`config.mk`:
```
export PLATFORM = sky130hd
export DESIGN_NAME = sad_controller
export DESIGN_NICKNAME = d
export VERILOG_FILES = /design/src/rtl/sad_controller.sv
export SDC_FILE = /design/constraint.sdc
export NUM_CORES = 1
export LEC_CHECK = 0
export CAP_MARGIN = 20
export CORE_MARGIN = 2
export CORE_UTILIZATION = 49
export DETAILED_ROUTE_END_ITERATION = 8
export PLACE_DENSITY = 0.82
export SETUP_SLACK_MARGIN = 0.1
export SYNTH_ARGS = -nofsm -noshare
export SYNTH_HDL_FRONTEND = slang
export SYNTH_SLANG_ARGS = --single-unit
```
`constraint.sdc`:
```
create_clock -name clk -period 4.57 [get_ports clk]
set_input_delay 0.914 -clock clk [delete_from_list [all_inputs] [get_ports clk]]
set_output_delay 0.914 -clock clk [all_outputs]
set_load 0.005 [all_outputs]
```
`src/rtl/sad_controller.sv`:
```
// sad_controller: sequences the sum-of-absolute-differences engine.
// Walks two synchronous-read pixel memories over N addresses, forms
// |A-B| per pair via subtract and two's-complement negate, accumulates,
// and presents the 16-bit SAD with a one-cycle done pulse.
module sad_controller #(
    parameter int N      = 16,
    parameter int ADDR_W = 8
) (
    input  logic              clk,
    input  logic              rst,
    input  logic              start,
    output logic              rd_en,
    output logic [ADDR_W-1:0] addr,
    input  logic [7:0]        a_data,
    input  logic [7:0]        b_data,
    output logic              busy,
    output logic              done,
    output logic [15:0]       sad
);

    localparam logic [ADDR_W-1:0] LAST_ADDR = ADDR_W'(N - 1);

    typedef enum logic [1:0] {
        IDLE,
        RUN,
        DRAIN,
        DONE
    } state_t;

    state_t      state;
    logic [15:0] acc;
    logic        data_valid;
    logic [15:0] diff;
    logic [15:0] mag;
    logic [15:0] acc_sum;

    // Abs-diff of the returned pixel pair and the running sum including it
    always_comb begin
        diff    = {8'b0, a_data} - {8'b0, b_data};
        mag     = diff[15] ? (~diff + 16'd1) : diff;
        acc_sum = acc + mag;
    end

    // Control FSM, address generation and accumulation; all outputs registered
    always_ff @(posedge clk) begin
        if (rst) begin
            state      <= IDLE;
            addr       <= '0;
            rd_en      <= 1'b0;
            busy       <= 1'b0;
            done       <= 1'b0;
            sad        <= '0;
            acc        <= '0;
            data_valid <= 1'b0;
        end else begin
            // Memory returns data one cycle after a read was issued
            data_valid <= rd_en;
            done       <= 1'b0;
            case (state)
                IDLE: begin
                    if (start) begin
                        acc   <= '0;
                        addr  <= '0;
                        rd_en <= 1'b1;
                        busy  <= 1'b1;
                        state <= RUN;
                    end
                end
                RUN: begin
                    if (data_valid) begin
                        acc <= acc_sum;
                    end
                    if (addr == LAST_ADDR) begin
                        rd_en <= 1'b0;
                        state <= DRAIN;
                    end else begin
                        addr <= addr + 1'b1;
                    end
                end
                DRAIN: begin
                    // sad is loaded with the final sum here so it is already
                    // valid in the DONE cycle alongside the done pulse
                    acc   <= acc_sum;
                    sad   <= acc_sum;
                    done  <= 1'b1;
                    state <= DONE;
                end
                DONE: begin
                    busy  <= 1'b0;
                    state <= IDLE;
                end
                default: begin
                    state <= IDLE;
                end
            endcase
        end
    end

endmodule

```
After elaboration in Yosys (flattened, before gate mapping)
Index checks and enable logic that the tools add are counted.

Flip-flop bits (word level): 46. Word-level logic and storage cells: 45.

Add/subtract/negate cells: 4. Equality and inequality tests: 8. Multiplexer cells: 15. Bitwise logic cells: 1. Reduce and logical (&&, ||, !) cells: 9.

Operators by type and width (number): 2-to-1 mux 16 bit (3); case mux 16 bit (3 select lines) (1); adder 16 x 1 -> 16 bit, second input constant (1); adder 16 bit (1); 2-to-1 mux 8 bit (2); NOT 16 bit (1); case mux 8 bit (2 select lines) (1); AND reduction 3 bit (3); subtractor 8 x 8 -> 9 bit (1); adder 8 x 1 -> 8 bit, second input constant (1); equality test 8 x 4 -> 1 bit, second input constant (1); inequality test 2 bit, second input constant (4); case mux 2 bit (4 select lines) (1); equality test 2 bit, second input constant (2); 2-to-1 mux 2 bit (2); case mux 1 bit (2 select lines) (2); AND reduction 2 bit (2); nonzero test 2 bit (2); 2-to-1 mux 1 bit (3); nonzero test 3 bit (1); equality test 2 x 1 -> 1 bit, second input constant (1); logical NOT 2 bit (1).

Longest topological paths before layout
Depth after elaboration: 7. Mapped depth: 17.

Worst setup path after synthesis
OpenSTA, ideal clock, no wires.

Path type: input-to-reg. Start: in a_data[0]. End: reg sad[15]. Setup time: 0.134 ns. Arrival: 4.660 ns. Required time: 4.436 ns. Slack: -0.224 ns. Stages: 17. Path buffers: 0. Path through: inv_1 -> ha_1 -> inv_1 -> fa_1 -> a21o_1 -> a21oi_1 -> xnor2_1 -> or3_1 -> or4_1 -> nor2_1 -> ha_1 -> a21o_1 -> a31o_1 -> and3_1 -> a221o_1 -> nor4bb_1 -> or4_1.

Word-level cells in the longest chain between the ends: 5.

Ends and longest elaborated chain: start: declaration (line 14) `input logic [7:0] a_data,`; subtractor 8 x 8 -> 9 bit * (line 39) `diff = {8'b0, a_data} - {8'b0, b_data};`; NOT 16 bit (line 40) `mag = diff[15] ? (~diff + 16'd1) : diff;`; adder 16 x 1 -> 16 bit (line 40); 2-to-1 mux 16 bit * (line 40); adder 16 bit * (line 41) `acc_sum = acc + mag;`; end signal: assignment (line 84) `sad <= acc_sum;`; end: declaration (line 18) `output logic [15:0] sad`.

Every way passes the cells marked *; elsewhere a longest branch is shown, timed or not. A chain may end at the register's enable or synchronous reset.

Worst setup path after layout
Ends and elaborated chain as after synthesis.

==> load_flow_metrics.sql <==
INSERT INTO impl_metrics (metric_group, metric, value, unit) VALUES
('run_status', 'run_status', 'finished clean', ''),
('power_and_ir_drop', 'power-per-cell-area', '480.0', 'nW/um^2'),
('clock_network', 'cts_tree', 'built', ''),
('worst_setup_path', 'critical-path-max-stage-delay', '560', 'ps'),
('yosys', 'post_synth_num_cell_types', '57', ''),
('clock_network', 'clock_sink_count', '46', ''),
('drt', 'ant_nets', '0', ''),
('drt', 'routed-via-count', '2903', ''),
('floorplanning', 'io-pin-count', '46', ''),
('global_route', 'grt_antenna_before_repair', '0', ''),
('worst_setup_path', 'critical_path_class', 'input pin to register', ''),
('floorplanning', 'core_region_area', '5991', 'sq um'),
('floorplanning', 'die_height', '83.24', 'microns'),
('power_and_ir_drop', 'combPwrFrac', '0.597', ''),
('worst_setup_path', 'crit_path_cell_trace', 'buf_8 > inv_12 > ha_4 > inv_2 > fa_2 > a21o_1 > a21oi_2 > xnor2_1 > or3_4 > or4_4 > nor2_4 > ha_4 > a21o_1 > a31o_1 > and3_1 > a221o_1 > nor4bb_2 > or4_1', ''),
('floorplanning', 'die_area', '6929', 'sq um'),
('floorplanning', 'core.rowCount', '28', ''),
('yosys', 'synth.most_common_cell', 'dfxtp_1', ''),
('yosys', 'synthArstFlopShare', '0', ''),
('power_and_ir_drop', 'leakage', '1.869', 'nW'),
('power_and_ir_drop', 'power.switching_fraction', '0.4130', ''),
('placed_design', 'port_buffers', '45', ''),
('drt', 'dr.pass1.iters', '4', ''),
('worst_setup_path', 'critPathArrivalTime', '4710', 'ps'),
('clock_network', 'clk_pin_slew', '100', 'ps'),
('placed_design', 'placed_area', '3936', 'sq um'),
('power_and_ir_drop', 'power', '2.044', 'mW'),
('timing', 'unrepaired_setup_endpoints_after_global_routing', 'yes', ''),
('yosys', 'synth_top_cell_by_area', 'dfxtp_1', ''),
('worst_hold_path', 'worst_hold_path_cell_count', '2', ''),
('floorplanning', 'die_width', '83.24', 'microns'),
('yosys', 'synth-warning-count', '0', ''),
('yosys', 'postSynthCellCount', '355', ''),
('timing', 'skew', '9.483', 'ps'),
('layout', 'nets', '500', ''),
('global_route', 'global_route_wire_length_before_repair', '12360', 'microns'),
('timing', 'min_period_over_period', '0.9891', ''),
('placed_design', 'dpl.cell_count', '512', ''),
('yosys', 'ys_dominant_reg_cell', 'dfxtp_1', ''),
('drt', 'vias_per_cell', '5.519', ''),
('yosys', 'post_synth_instance_area', '3077', 'sq um'),
('worst_setup_path', 'startpoint_type', 'input pin', ''),
('placed_design', 'place_congestion', '0.8718', ''),
('timing', 'finalWorstSetupSlack', '49.73', 'ps'),
('timing', 'relSlewSlack', '0.3405', ''),
('worst_setup_path', 'crit_path_end_kind', 'register', ''),
('floorplanning', 'initial_core_util', '0.5136', ''),
('layout', 'filler_cell_count', '444', ''),
('clock_network', 'clkLatencyLatePin', '310', 'ps'),
('global_route', 'globalRoute.totalOverflow', '0', ''),
('power_and_ir_drop', 'p_int', '1.200', 'mW'),
('clock_network', 'ctsHoldBuffers', '0', ''),
('yosys', 'post-synth-top-area-fraction', '0.2993', ''),
('clock_network', 'clock_buffer_count_from_cts', '5', ''),
('yosys', 'post_synth_most_frequent_cells', 'dfxtp_1 (46), nor2_1 (36), ha_1 (29)', ''),
('worst_setup_path', 'cpMaxStageDelayCell', 'or4_4', ''),
('layout', 'num_antenna_cells', '0', ''),
('worst_setup_path', 'setup.reg_to_reg.worst_slack', '2130', 'ps'),
('layout', 'drive_above_1_share', '0.2395', ''),
('placed_design', 'dp_hpwl', '5659', 'microns'),
('yosys', 'synth_enable_flop_cells', '0', ''),
('clock_network', 'ctsHtreeMaxLevel', '2', ''),
('flow_run', 'maxCapViolations', '0', ''),
('timing', 'finalHoldWorstSlack', '469.3', 'ps'),
('drt', 'first_iter_violations', '101', ''),
('yosys', 'synth_top_cells_by_area', 'dfxtp_1 (30%), ha_1 (12%), xnor2_1 (6.0%), nor2_1 (4.4%), a21oi_1 (3.9%)', ''),
('power_and_ir_drop', 'p_clk_frac', '0.130', ''),
('global_route', 'track_usage', '0.2091', ''),
('timing', 'timing.fmax', '221.2', 'MHz'),
('timing', 'timing_max_transition_violations_final', '0', ''),
('worst_hold_path', 'hold-path-endpoint', 'acc[2]$_SDFFE_PP0P_', '');
repair_timing:
action / in CTS / in global routing
hold endpoints to repair: 0 / 0
pin swaps: 13 / 21
resized for setup: 25 / 20
setup buffers: 4 / 3
setup endpoints to repair: 18 / 7
worst max-delay path, delay by kind of cell:
| kind | cells | cell delay (ps) |
|---|---|---|
| XOR/XNOR | 1 | 90 |
| AO/OA/AOI/OAI | 5 | 960 |
| adder cells (fa/ha/maj) | 3 | 730 |
| buffers and inverters | 3 | 180 |
| AND/OR/NAND/NOR | 6 | 1820 |
layout by cell type (no fill, tap or decap), types with 4 or more instances in the layout:
cell / instances
buf_4: 49
dfxtp_1: 46
clkdlybuf4s50_1: 39
nor2_1: 35
nand2_1: 28
ha_1: 23
a21oi_1: 20
xnor2_1: 19
inv_1: 12
nand3_1: 10
mux2i_1: 10
xor2_1: 9
a21o_1: 8
a22o_1: 8
o21ai_0: 7
nand2b_1: 7
nor2b_1: 6
conb_1: 6
nor3_1: 5
ha_4: 5
clkbuf_8: 5
inv_2: 4
and3_1: 4
a21oi_2: 4
a22oi_1: 4
nor3b_1: 4
dlygate4sd2_1: 4
power groups by stage:
stage / combinational (mW) / sequential [mW] / clock [mW]
6_report: 1.22 / 0.558 / 0.266
5_1_grt: 1.34 / 0.571 / 0.285
4_1_cts: 1.16 / 0.559 / 0.268
3_5_place_dp: 1.13 / 0.566 / 0
3_3_place_gp: 1.09 / 0.562 / 0
2_1_floorplan: 0.739 / 0.558 / 0
metal layers:
layer / vias up / track usage / wire, microns
li1: 1458 / - / -
met1: 1384 / 0.2583 / 3390
met2: 48 / 0.3732 / 3974
met3: 13 / 0.02883 / 178
met4: 0 / 0.06706 / 83
met5: - / 0 / 0
worst max path at each step:
stage / start / endpoint / slack, ps / cells after the start
final: a_data[0] / sad[15]$_SDFFE_PP0P_ / 50 / 18
after global routing: a_data[0] / sad[15]$_SDFFE_PP0P_ / -40 / 18
after CTS: a_data[0] / sad[15]$_SDFFE_PP0P_ / 20 / 18
after detailed placement: a_data[0] / sad[15]$_SDFFE_PP0P_ / -750 / 18
after global placement: a_data[0] / sad[15]$_SDFFE_PP0P_ / -670 / 18
after floorplan: a_data[0] / sad[15]$_SDFFE_PP0P_ / 50 / 17
metrics by stage:
| step | util | setup TNS [ps] |
|---|---|---|
| floorplan | - | 0 |
| global placement | 0.6571 | -6955 |
| detailed placement | 0.6571 | -8874 |
| CTS | 0.6855 | 0 |
| global route | 0.7107 | -60.71 |
| finish | 0.7107 | 0 |
cell type report:
cell class                      count  area share
Sequential cell                    46      0.2163
Clock buffer                        5     0.01616
Multi-Input combinational cell    286      0.5307
Inverter                           17     0.01793
Timing Repair Buffer               94      0.1910
Tap cell                           75     0.02204
Clock inverter                      3    0.005877
logic make-up (layout without fill, tap and decap cells):
kind of cell,count (synthesis),in the layout,synth area share
other,1,6,0.001219
buffers and inverters,28,119,0.04229
AND/OR/NAND/NOR,127,127,0.2155
AO/OA/AOI/OAI,81,81,0.1899
flip-flops,46,46,0.2993
XOR/XNOR,31,31,0.08825
multiplexers,10,10,0.03253
adder cells (fa/ha/maj),31,31,0.1309
flip-flops by register name (all words and copies together), names as in the netlist:
register / flops
state: 2
data_valid: 1
acc: 16
busy: 1
done: 1
rd_en: 1
addr: 8
sad: 16
No activity file was read; power rests on OpenSTA's default activity.
==> RTL edit, RTL diff (same settings) <==
Reset style: asynchronous (`rst`), changed in one clocked block.
--- a/src/rtl/sad_controller.sv
+++ b/src/rtl/sad_controller.sv
@@ -44,3 +44,3 @@
     // Control FSM, address generation and accumulation; all outputs registered
-    always_ff @(posedge clk) begin
+    always_ff @(posedge clk or posedge rst) begin
         if (rst) begin
Check against the original RTL: differs if rst is asserted again (counterexample within 4 cycles, from zero or initial values and one cycle with rst high); with rst held inactive, the same outputs for 10 cycles.
==> RTL edit against the original RTL <==
- cell count decreased by 6.1%
- sequential cell count unchanged
- wire length decreased by 3.2%
- clock power about the same
- area after synthesis increased by 1.4%
- worst setup slack improved by 0.16 ns
- final area decreased by 0.88%
- power increased by 25%
- non-clock buffer count decreased by 11
- clock skew decreased by 0.0028 ns
- register-to-register slack got worse by 0.12 ns
- largest cell class unchanged
==> RTL edit: results (changes against the original RTL) <==
metric	value	unit	change
wl_per_cell	14.94	µm	+3.0%
cts_htree_levels	2		unchanged
run_status	finished clean		
async_flop_share	100.0	%	+100 points
skew	0.006691	ns	-0.002792 ns
met2_usage	38.25	%	+0.94 points
antenna_found_initial	0		unchanged
ys_seq_area_share	36.89	%	+7.0 points
peakVddDrop	389.3	µV	+16%
grt_max_degree	47		+62%
track_usage	21.38	%	+0.47 points
synth_cell_type_count	52		-8.8%
fin_area	0.004220	mm²	-0.88%
met2_length	3.723	mm	-6.3%
dp_hpwl	5.168	mm	-8.7%
met3WireLength	297	µm	+67%
pre_cts_slack	-0.4776	ns	+0.2749 ns
cts_max_path_buffers	2		unchanged
crit_family	buffers and inverters		
final_nets	466		-6.8%
power_leakage	1.959	nW	+4.8%
cp.arrival	4.55	ns	-0.16 ns
grt_pass1_wl	12.25	mm	-0.83%
power_per_cell_area	605.1	mW/mm²	+26%
route.vias.total	2719		-6.3%
crit_slowest_cell	clkdlybuf4s50_1		
place_congestion	0.9213		+5.7%
synthTopCellsByArea	dfrtp_1 37%, ha_1 12%, mux2_2 5.4%		
worst_pin_slew	0.9761	ns	-0.01007 ns
fill_cells	497		+12%
route.layer.met1.wl	3.117	mm	-8.1%
synthTopCellsByCount	46 x dfrtp_1, 29 x ha_1, 29 x inv_1		
largestRegisters	acc (16), sad (16), addr (8)		
vias_per_cell	5.504		-0.27%
power_leader	combinational logic		
drive_above_1_share	23.98	%	+0.034 points
drtIter0Drc	90		-11%
comb_power_share	62.9	%	+3.2 points
clk_pin_slew	0.08	ns	-0.02 ns
syn_area_per_cell	9.543	µm²	+10%
route.top_layer_used	met4		
ys.flop_type	dfrtp_1		
pg_seq	0.682	mW	+22%
placed_cells	479		-6.4%
grtUsageMet1	24.82	%	-1.0 points
power.switching	1.026	mW	+22%
place_area	0.003894	mm²	-1.1%
crit_path_max_fanout	4		+1
clk_latency	0.31	ns	about the same
cp_slowest_stage_delay	0.45	ns	-0.11 ns
io_buffers	45		unchanged
met3_usage	3.759	%	+0.88 points
RTL edit: cell types whose count changed after synthesis, sizes merged, moves of 10 or more:
cell and delta:
dfrtp +46, dfxtp -46, inv +12, mux2 +15
nor2 -11, xnor2 -10
RTL edit: final cells by class:
cell class                      instances  area [µm²]  area share (%)
Clock buffer                            7       86.33           2.046
Sequential cell                        46        1151           27.28
Timing Repair Buffer                   83       755.7           17.91
Tap cell                               77       96.34           2.283
Multi-Input combinational cell        251        2017           47.79
Inverter                               29       108.9           2.579
Clock inverter                          1       5.005          0.1186
RTL edit: kinds of logic after synthesis:
family / Yosys count / synth area share [%]
other: 1 / 0.1202
buffers and inverters: 35 / 4.290
muxes: 17 / 6.054
xor gates and xnor gates: 29 / 8.139
DFF: 46 / 36.89
AOI/OAI and AO/OA: 83 / 18.04
and+or+nand+nor: 85 / 13.55
adders and majority gates: 31 / 12.91
RTL edit: timing repair:
item                                    CTS  global route
gates resized for setup                  28            17
setup buffers                             2             4
pin swaps                                21            22
gates cloned                              0             0
endpoints found under the setup margin   11            13
RTL edit: final timing paths:
path                            slack (ns)            startpoint              endpoint  depth (start not counted)
max in group asynchronous             3.31                   rst    acc[2]$_DFFE_PP0P_                          3
worst min register to register        0.45     rd_en$_DFFE_PP0P_  data_valid$_DFF_PP0_                          0
worst min-delay path                  0.45     rd_en$_DFFE_PP0P_  data_valid$_DFF_PP0_                          0
worst max-delay path                  0.21             b_data[2]   sad[14]$_DFFE_PP0P_                         19
min in group asynchronous             0.81                   rst    acc[8]$_DFFE_PP0P_                          2
worst max register to register        2.01  state[0]$_DFFE_PP0P_   acc[11]$_DFFE_PP0P_                          6
